### src/rtl/block_read_pkg.sv
// Shared types and default sizing for the block-read accumulator.
package block_read_pkg;

  localparam int DATA_W    = 16;
  localparam int ADDR_W    = 6;
  localparam int DEPTH     = 1 << ADDR_W;
  localparam int ACC_W     = 24;
  localparam int TIMEOUT   = 255;
  localparam int TIMEOUT_W = $clog2(TIMEOUT + 1);

  typedef enum logic [1:0] {
    IDLE,
    REQ,
    COLLECT,
    DONE
  } bra_state_t;

endpackage

### src/rtl/block_read_accumulator_sat_accum.sv
// Saturating unsigned accumulator: acc += din on add_en and pins at all-ones on overflow.
// Registered one-cycle update; clear takes priority over add, and sat stays set until clear.
module sat_accum #(
  parameter int ACC_W  = 24,
  parameter int DATA_W = 16
) (
  input  logic              clk,
  input  logic              rst,
  input  logic              clear,
  input  logic              add_en,
  input  logic [DATA_W-1:0] din,
  output logic [ACC_W-1:0]  acc,
  output logic              sat
);

  logic [ACC_W:0] sumWide;

  // One extra bit catches the carry that signals overflow.
  assign sumWide = {1'b0, acc} + (ACC_W+1)'(din);

  always_ff @(posedge clk) begin
    if (rst || clear) begin
      acc <= '0;
      sat <= 1'b0;
    end else if (add_en) begin
      if (sumWide[ACC_W]) begin
        acc <= '1;
        sat <= 1'b1;
      end else begin
        acc <= sumWide[ACC_W-1:0];
      end
    end
  end

endmodule

### src/rtl/block_read_accumulator.sv
// Requests one product block, sums the streamed words into a saturating accumulator and
// presents the total with a valid/ack handshake; last word to VALID_sum is 1 clk.
module block_read_accumulator #(
  parameter int DATA_W  = block_read_pkg::DATA_W,
  parameter int ADDR_W  = block_read_pkg::ADDR_W,
  parameter int ACC_W   = block_read_pkg::ACC_W,
  parameter int TIMEOUT = block_read_pkg::TIMEOUT
) (
  input  logic              clk,
  input  logic              rst,
  input  logic              EN_sum,
  input  logic [ADDR_W:0]   sum_len,
  output logic              RDY_sum,
  output logic              EN_blockRead,
  input  logic              VALID_memVal,
  input  logic [DATA_W-1:0] memVal_data,
  output logic              VALID_sum,
  input  logic              ACK_sum,
  output logic [ACC_W-1:0]  sum_data,
  output logic [ADDR_W:0]   sum_count,
  output logic              ERR_timeout,
  output logic              ERR_sat
);
  import block_read_pkg::*;

  localparam int TMR_W = $clog2(TIMEOUT + 1);
  localparam logic [ADDR_W:0]  LEN_MAX  = {1'b1, {ADDR_W{1'b0}}};
  localparam logic [TMR_W-1:0] TMR_LAST = TMR_W'(TIMEOUT - 1);

  bra_state_t       state;
  bra_state_t       nextState;
  logic [ADDR_W:0]  lenQ;
  logic [ADDR_W:0]  countQ;
  logic [ADDR_W:0]  countInc;
  logic [ADDR_W:0]  lenClamped;
  logic [TMR_W-1:0] timerQ;

  logic startOp;
  logic acceptWord;
  logic idleTick;
  logic lastWord;
  logic timerExpire;

  logic clearAcc;
  logic rdyNext;
  logic blkNext;
  logic validNext;

  assign countInc    = countQ + 1'b1;
  assign lenClamped  = (sum_len > LEN_MAX) ? LEN_MAX : sum_len;
  assign startOp     = (state == IDLE) && EN_sum;
  assign acceptWord  = (state == COLLECT) && VALID_memVal;
  assign idleTick    = (state == COLLECT) && !VALID_memVal;
  assign lastWord    = acceptWord && (countInc == lenQ);
  // Expires on the idle cycle that brings the gap to TIMEOUT.
  assign timerExpire = idleTick && (timerQ == TMR_LAST);

  always_ff @(posedge clk) begin
    if (rst) begin
      state <= IDLE;
    end else begin
      state <= nextState;
    end
  end

  always_comb begin
    nextState = state;
    case (state)
      IDLE: begin
        if (EN_sum) begin
          nextState = (sum_len == '0) ? DONE : REQ;
        end
      end
      REQ: begin
        nextState = COLLECT;
      end
      COLLECT: begin
        if (lastWord || timerExpire) begin
          nextState = DONE;
        end
      end
      DONE: begin
        if (ACK_sum) begin
          nextState = IDLE;
        end
      end
      default: begin
        nextState = IDLE;
      end
    endcase
  end

  always_comb begin
    clearAcc  = startOp;
    rdyNext   = (nextState == IDLE);
    blkNext   = (nextState == REQ);
    validNext = (nextState == DONE);
  end

  always_ff @(posedge clk) begin
    if (rst) begin
      RDY_sum      <= 1'b1;
      EN_blockRead <= 1'b0;
      VALID_sum    <= 1'b0;
    end else begin
      RDY_sum      <= rdyNext;
      EN_blockRead <= blkNext;
      VALID_sum    <= validNext;
    end
  end

  always_ff @(posedge clk) begin
    if (rst) begin
      lenQ        <= '0;
      countQ      <= '0;
      timerQ      <= '0;
      ERR_timeout <= 1'b0;
    end else if (startOp) begin
      lenQ        <= lenClamped;
      countQ      <= '0;
      timerQ      <= '0;
      ERR_timeout <= 1'b0;
    end else if (acceptWord) begin
      countQ <= countInc;
      timerQ <= '0;
    end else if (idleTick) begin
      timerQ <= timerQ + 1'b1;
      if (timerExpire) begin
        ERR_timeout <= 1'b1;
      end
    end
  end

  assign sum_count = countQ;

  sat_accum #(
    .ACC_W  (ACC_W),
    .DATA_W (DATA_W)
  ) u_accum (
    .clk    (clk),
    .rst    (rst),
    .clear  (clearAcc),
    .add_en (acceptWord),
    .din    (memVal_data),
    .acc    (sum_data),
    .sat    (ERR_sat)
  );

  // Handshake invariants.
  assert property (@(posedge clk) disable iff (rst) EN_blockRead |=> !EN_blockRead);
  assert property (@(posedge clk) disable iff (rst) VALID_sum |-> !RDY_sum);
  assert property (@(posedge clk) disable iff (rst)
    (VALID_sum && !ACK_sum) |=> (VALID_sum && $stable(sum_data) && $stable(sum_count)));

endmodule

### config.mk
export PLATFORM = sky130hd
export DESIGN_NAME = block_read_accumulator
export DESIGN_NICKNAME = d
export VERILOG_FILES = /design/src/rtl/block_read_pkg.sv /design/src/rtl/block_read_accumulator_sat_accum.sv /design/src/rtl/block_read_accumulator.sv
export SDC_FILE = /design/constraint.sdc
export NUM_CORES = 1
export LEC_CHECK = 0
export ABC_AREA = 1
export CAP_MARGIN = 10
export CORE_MARGIN = 2
export CORE_UTILIZATION = 40
export DETAILED_ROUTE_END_ITERATION = 10
export PLACE_DENSITY = 0.75
export REMOVE_ABC_BUFFERS = 1
export SLEW_MARGIN = 10
export SYNTH_ARGS = -nofsm -noshare
export SYNTH_HDL_FRONTEND = slang
export SYNTH_SLANG_ARGS = --single-unit
### constraint.sdc
create_clock -name clk -period 5 [get_ports clk]
set_input_delay 0.5 -clock clk [delete_from_list [all_inputs] [get_ports clk]]
set_output_delay 0.5 -clock clk [all_outputs]
set_load 0.01 [all_outputs]
== Word level (Yosys, flattened, before mapping) ==
Cells that the tools add are included.

* Output and inout port bits: 36
* Register bits after elaboration: 53

* Add/sub/neg operators: 3
* Mux-type cells: 7
* Reduce and logical (&&, ||, !) cells: 15
* $lt $le $gt $ge: 1
* Bitwise gates (word level): 1
* Eq/ne operators: 7

{| class="wikitable"
|+ Operators by type and width
! kind !! count
|-
| adder 24 x 16 -> 25 bit || 1
|-
| 2-to-1 mux 24 bit || 1
|-
| adder 8 x 1 -> 8 bit (second input constant) || 1
|-
| equality test 8 bit (second input constant) || 1
|-
| 2-to-1 mux 2 bit || 4
|-
| case mux 2 bit (4 select lines) || 1
|-
| adder 7 x 1 -> 7 bit (second input constant) || 1
|-
| equality test 7 bit || 1
|-
| greater-than comparator 7 bit (second input constant) || 1
|-
| logical NOT 7 bit || 1
|-
| 2-to-1 mux 7 bit || 1
|-
| equality test 2 bit (second input constant) || 3
|-
| logical AND 1 bit || 5
|-
| equality test 2 x 1 -> 1 bit (second input constant) || 2
|-
| logical NOT 2 bit || 2
|-
| AND reduction 3 bit || 1
|-
| OR reduction 3 bit || 1
|-
| logical OR 1 bit || 2
|-
| AND reduction 2 bit || 1
|-
| OR reduction 2 bit || 1
|-
| logical NOT 1 bit || 1
|-
| NOT 1 bit || 1
|}

== Depth between registers and ports, before layout ==
Gate-level depths: netlist of run 1.

* Depth after elaboration: 7
* Mapped depth: 14

== By module ==
From an unflattened synthesis of run 1, not the netlist that was laid out.

* Cell total of the unflattened synthesis: 578
* Area, all modules: 3,803.6 µm²

{| class="wikitable"
|+ Modules (own cells, without submodules)
! module !! cells each !! area each (µm²) !! times used !! seq. area each (µm²)
|-
| sat_accum || 386 || 2,374.8 || 1 || 500.5
|-
| block_read_accumulator || 192 || 1,428.9 || 1 || 560.5
|}

== Least setup slack after synthesis of run 1 ==
No wires, ideal clock.

* Kind: input to register
* Start: input memVal_data[0]
* End: register u_accum.acc[2]
* Data arrival time: 1.907 ns
* Setup time: 0.114 ns
* Buffers on the path: 0
* Path slack: 2.979 ns
* Cell stages on the path: 12
* Cells stage by stage: ha_1 > fa_1 > nand3_1 > nand3_2 > nand2_2 > nand2_4 > nand2_4 > a21oi_4 > inv_1 > nand2_2 > o21bai_1 > inv_1

* Longest elaborated chain between the ends: 2

{| class="wikitable"
|+ Ends and longest elaborated chain
! element !! RTL line !! RTL
|-
| start: declaration || block_read_accumulator.sv:16 || <nowiki>input logic [DATA_W-1:0] memVal_data,</nowiki>
|-
| adder 24 x 16 -> 25 bit || block_read_accumulator_sat_accum.sv:19 || <nowiki>assign sumWide = {1'b0, acc} + (ACC_W+1)'(din);</nowiki>
|-
| 2-to-1 mux 24 bit || block_read_accumulator_sat_accum.sv:26 || <nowiki>if (sumWide[ACC_W]) begin</nowiki>
|-
| end signal: assignment || block_read_accumulator_sat_accum.sv:30 || <nowiki>acc <= sumWide[ACC_W-1:0];</nowiki>
|-
| end: declaration || block_read_accumulator_sat_accum.sv:12 || <nowiki>output logic [ACC_W-1:0] acc,</nowiki>
|}

No other way between the ends.
A chain may end at the register's enable or synchronous reset.

== Final worst setup path of run 1 ==
* Start: input memVal_data[0]
* End: register u_accum.acc[4]

The elaborated chain is that of the path after synthesis.

==> reports/qor.csv, run 1 <==
metric,value,unit
antenna_found_initial,0,
finalHoldViolCount,0,
r2r_setup_slack,2880,ps
worst_setup_path_end_kind,flip-flop,
drt-initial-drc-count,157,
critPathRequiredTime,5230,ps
core,0.00818,mm2
ir_drop,0.117,mV
syn2layout_area_growth,24.8,%
outcome,finished clean,
max_slew.worst_pin.slew,798,ps
synth_area_leaders,"dfxtp_1, nand2_1, inv_1",
slew_headroom,0.467,
core.rowCount,33,
ctsHoldBuffers,0,
dp.cells,661,
path_clk_slew,110,ps
fmax,0.426,GHz
hold_class,reg2reg,
cap_violations,0,
grt_usage,0.193,
crit_path_start_kind,input pin,
initial_core_util,0.410,
finalClockSkew,11.0,ps
grt.overflow.total,0,
synthTopCellsByCount,"nand2_1, inv_1, dfxtp_1",
synth.avg_cell_area,6.71,um2
diodes,0,
ys_warn_count,0,
io_buffers,63,
wirelength,8.57,mm
grt_pass1_vias,3309,
cts_tree,yes,
synth.top_cell.area_share,0.317,
route.antenna.remaining_nets,0,
grt_pass1_wl,14.0,mm
cp.arrival,2580,ps
p_leak,1.84,nW
async_flop_share,0,
die_w,95.5,um
dieArea,0.00912,mm2
setup_tns,0,ps
viasPerCell,5.17,
dp_hpwl,6.68,mm
fin_nets,611,
globalplace.congestion,0.956,
hold-worst-slack,456,ps
cts_setup_buffers,0,
worstSetupPathType,in2reg,
cp_max_fo,4,
htreeDepth,2,
syn_area,0.00335,mm2
die_h,95.5,um
drive_above_1_share,0.0496,
synthFlopType,dfxtp_1,
yosysSeqAreaShare,0.317,
drc,0,
min_period_over_period,0.470,
finalSetupViolations,0,
drt-wirelength-per-cell,12.8,um
maxSlewViolCount,0,
num_vias,3457,
power_density,203,mW/mm2
worst_slack,2650,ps
clock_latency,320,ps
root_buffer,clkbuf_8,
yosys.area.top_type,dfxtp_1,
post_cts_resized,0,
post-synth-top-count-cell,nand2_1,
ios,64,
grt_max_degree,35,
synth-seq-cells,53,
cts_buffers,5,
postSynthCellCount,499,
instances_no_fill,669,
max-clock-path-buffers,2,
yosysUniqueCellTypes,38,
drt_first_pass_iters,5,
rsz0062_at_grt,false,
synth-edff-count,0,
period_needed,2350,ps
pre_cts_ws,2300,ps
clock-sinks,53,
[sequential cells by signal, summed over array words and instances (netlist names)]
register / cells
lenQ: 7
VALID_sum: 1
sum_count: 7
u_accum.acc: 24
state: 2
RDY_sum: 1
ERR_timeout: 1
timerQ: 8
u_accum.sat: 1
EN_blockRead: 1
[where the power goes]
group / internal [mW] / switching (mW) / total [mW]
Clock: 0.103 / 0.160 / 0.263
Combinational: 0.0629 / 0.0841 / 0.147
Sequential: 0.433 / 0.00717 / 0.440
Total: 0.598 / 0.252 / 0.850
[metrics by stage]
| stage | total power [mW] | util | instance area, um2 |
|---|---|---|---|
| floorplan | 0.535 | - | 3320 |
| global placement | 0.593 | 0.500 | 4090 |
| detailed placement | 0.596 | 0.500 | 4090 |
| CTS | 0.859 | 0.511 | 4180 |
| global route | 0.892 | 0.511 | 4180 |
| finish | 0.850 | 0.511 | 4180 |
[path summary, 6_finish.rpt]
kind | cells after the start | to | startpoint
max reg2reg | 8 | u_accum.acc[21]$_SDFFE_PP0P_ | state[0]$_SDFF_PP0_
max | 13 | u_accum.acc[4]$_SDFFE_PP0P_ | memVal_data[0]
min reg2reg | 2 | u_accum.sat$_SDFFE_PP0P_ | u_accum.sat$_SDFFE_PP0P_
min | 2 | u_accum.sat$_SDFFE_PP0P_ | u_accum.sat$_SDFFE_PP0P_
[layout by cell type (no fill, tap or decap), types with 2 or more instances in the layout]
cell             synthesis  final
nand3_1                 37     37
clkbuf_8                 0      5
xor2_1                  11     11
nand2_4                  3      3
nor4_1                   4      4
nand2_2                  2      2
nor2_1                  51     51
a21oi_1                 41     41
nand2_1                117    117
dfxtp_1                 53     53
nor2_2                   5      5
nor2_4                   2      2
a31oi_1                  3      3
nand4_1                  9      9
o22ai_1                  6      6
xnor2_1                  7      7
nor3_1                   5      5
inv_6                    0      2
o21bai_1                 4      4
clkdlybuf4s50_1          0     63
inv_1                   72     72
o21ai_0                 26     26
nand3_2                  2      2
ha_1                    19     19
[worst max-delay path: stages]
cell             delay (ps)
clkdlybuf4s50_1         420
ha_1                    250
fa_1                    450
nand3_1                 120
nand3_2                 110
nand2_2                 100
nand2_4                  70
nand2_4                  80
a21oi_4                  70
inv_1                    80
nand2_2                  90
o21bai_1                180
inv_1                    50
[layer usage]
layer  share of wire  vias to the layer above  global-route usage  wire (um)
met5               0                        -                   0          0
met4           0.019                        0              0.0619        166
met3           0.066                       16              0.0340        564
met2            0.51                      123               0.360       4330
met1            0.41                     1565               0.223       3510
li1                -                     1753                   -          -
[final cells by class]
class,instances,area (um2)
well taps,105,131
repair buffers,64,638
clock inverters,3,25.0
flip-flops and latches,53,1060
clock buffers,5,68.8
multi-input cells,366,1980
inverters,73,274
fillers,835,4000
[logic make-up after synthesis]
logic type | share of synthesized area
buffers and inverters | 0.0919
xor gates and xnor gates | 0.0471
DFF | 0.317
AOI/OAI and AO/OA | 0.142
adders and majority gates | 0.0770
and+or+nand+nor | 0.322
muxes | 0.00299
Note: power is estimated with default switching activity, not from simulation.
==> inputs of run 2 (changes only) <==
- clock period: 5 -> 2.4 ns (I/O delays scaled with it)
==> reports/qor.csv, run 2 (synthesis gave the netlist of run 1 again) <==
metric,value,unit,change
clock-sinks,53,,unchanged
htreeDepth,2,,unchanged
drc,0,,unchanged
finalPower,1.80,mW,+110%
outcome,finished clean,,
dp_hpwl,6.64,mm,-0.73%
fmax,0.509,GHz,
die_h,95.5,um,unchanged
diodes,0,,unchanged
hold_class,reg2reg,,
clock_latency,320,ps,about the same
cp_max_fo,4,,unchanged
dieArea,0.00912,mm2,unchanged
slew_headroom,0.597,,+0.131
max_flop_register,u_accum.acc,,
grt.overflow.total,0,,unchanged
finalSetupViolations,0,,unchanged
critPathRequiredTime,2630,ps,-2600 ps
finalHoldViolCount,0,,unchanged
core.rowCount,33,,unchanged
syn2layout_area_growth,25.8,%,
mostFrequentLayoutCell,nand2_1,,
finalClockSkew,11.4,ps,+0.378 ps
drive_above_1_share,0.0563,,+0.00669
initial_core_util,0.410,,unchanged
root_buffer,clkbuf_8,,
period_needed,1960,ps,
cap_violations,0,,unchanged
top_regs,"u_accum.acc (24), timerQ (8)",,
wirelength,8.38,mm,-2.3%
design_area,0.00421,mm2,+0.81%
drt-initial-drc-count,162,,+3.2%
fillCellCount,838,,+0.36%
drt_first_pass_iters,4,,-1
setup_tns,0,ps,unchanged
rsz0062_at_grt,false,,
largest_reg_flops,24,,unchanged
p_leak,1.86,nW,+1.5%
grt_usage,0.191,,-0.00235
ios,64,,unchanged
dpl-instance-area,0.00412,mm2,+0.74%
cts_buffers,5,,unchanged
final_cell_mix,"nand2_1, inv_1, clkdlybuf4s50_1",,
worstSetupPathType,in2reg,,
slowest_delay,410,ps,-40 ps
antenna_found_initial,0,,unchanged
cts_setup_buffers,0,,unchanged
crit_slowest_cell,clkdlybuf4s50_1,,
grt_pass1_wl,14.0,mm,-0.25%
post_cts_resized,0,,unchanged
worst_setup_path_end_kind,flip-flop,,
wl_met1,3.72,mm,+6.0%
num_vias,3459,,+0.058%
crit_chain,clkdlybuf4s50_1 -> ha_1 -> fa_1 -> nand3_1 -> nand3_2 -> nand2_2 -> nand2_4 -> nand2_4 -> a21oi_4 -> inv_1 -> nand2_2 -> o21bai_1 -> inv_1,,
top_layer_used,met4,,
drt-wirelength-per-cell,12.4,um,-2.9%
min_period_over_period,0.818,,
io_buffers,63,,unchanged
ir_drop,0.245,mV,+110%
ctsHoldBuffers,0,,unchanged
grt_pass1_vias,3287,,-0.66%
route.antenna.remaining_nets,0,,unchanged
die_w,95.5,um,unchanged
path_clk_slew,110,ps,about the same
fin_nets,615,,+0.65%
cts_tree,yes,,
grt_max_degree,20,,-43%
dr_wl_met3,494,um,-12%
maxSlewViolCount,0,,unchanged
cp.arrival,2200,ps,-380 ps
globalplace.congestion,0.965,,+0.94%
power_density,426,mW/mm2,+110%
crit_path_start_kind,input pin,,
max_slew.worst_pin.slew,603,ps,-195 ps
route.met2.wl,4.03,mm,-6.9%
max-clock-path-buffers,2,,unchanged
core,0.00818,mm2,unchanged
viasPerCell,5.14,,-0.54%
[run 2: stage by stage]
step                cells  utilization  hold WS [ps]  setup slack (ps)
CTS                   673        0.515           463               419
floorplan             492            -           312               529
finish                673        0.515           463               436
global placement      665        0.503           447               129
detailed placement    665        0.503           443              83.0
global route          673        0.515           483               276
[run 2: metal layers]
layer | up-vias | GRT usage
met5 | - | 0
met4 | 0 | 0.0571
met3 | 15 | 0.0332
met2 | 97 | 0.345
met1 | 1582 | 0.231
li1 | 1765 | -
[run 2: power breakdown]
part | switching [mW] | total (mW) | internal [mW]
Combinational | 0.175 | 0.308 | 0.134
Clock | 0.352 | 0.571 | 0.219
Sequential | 0.0145 | 0.916 | 0.902
[run 2: critical path, delay by kind of cell]
family                   cells  cell delay [ps]
AND/OR/NAND/NOR              6              520
buffers and inverters        3              560
AO/OA/AOI/OAI                2              220
adder cells (fa/ha/maj)      2              630
[run 2: path summary, 6_finish.rpt]
path,start,endpoint,slack (ps),depth (start not counted)
worst max-delay path,memVal_data[0],u_accum.acc[3]$_SDFFE_PP0P_,440,13
worst min-delay path,ERR_timeout$_SDFFE_PP0P_,ERR_timeout$_SDFFE_PP0P_,460,2
worst max register to register,u_accum.acc[0]$_SDFFE_PP0P_,u_accum.acc[3]$_SDFFE_PP0P_,440,12
worst min register to register,ERR_timeout$_SDFFE_PP0P_,ERR_timeout$_SDFFE_PP0P_,460,2
[run 2: layout make-up]
| class | count | area, um2 | area share |
|---|---|---|---|
| Clock inverter | 3 | 28.8 | 0.00683 |
| Timing Repair Buffer | 68 | 668 | 0.159 |
| Tap cell | 105 | 131 | 0.0312 |
| Inverter | 73 | 274 | 0.0650 |
| Multi-Input combinational cell | 366 | 1980 | 0.470 |
| Sequential cell | 53 | 1060 | 0.252 |
| Clock buffer | 5 | 68.8 | 0.0163 |
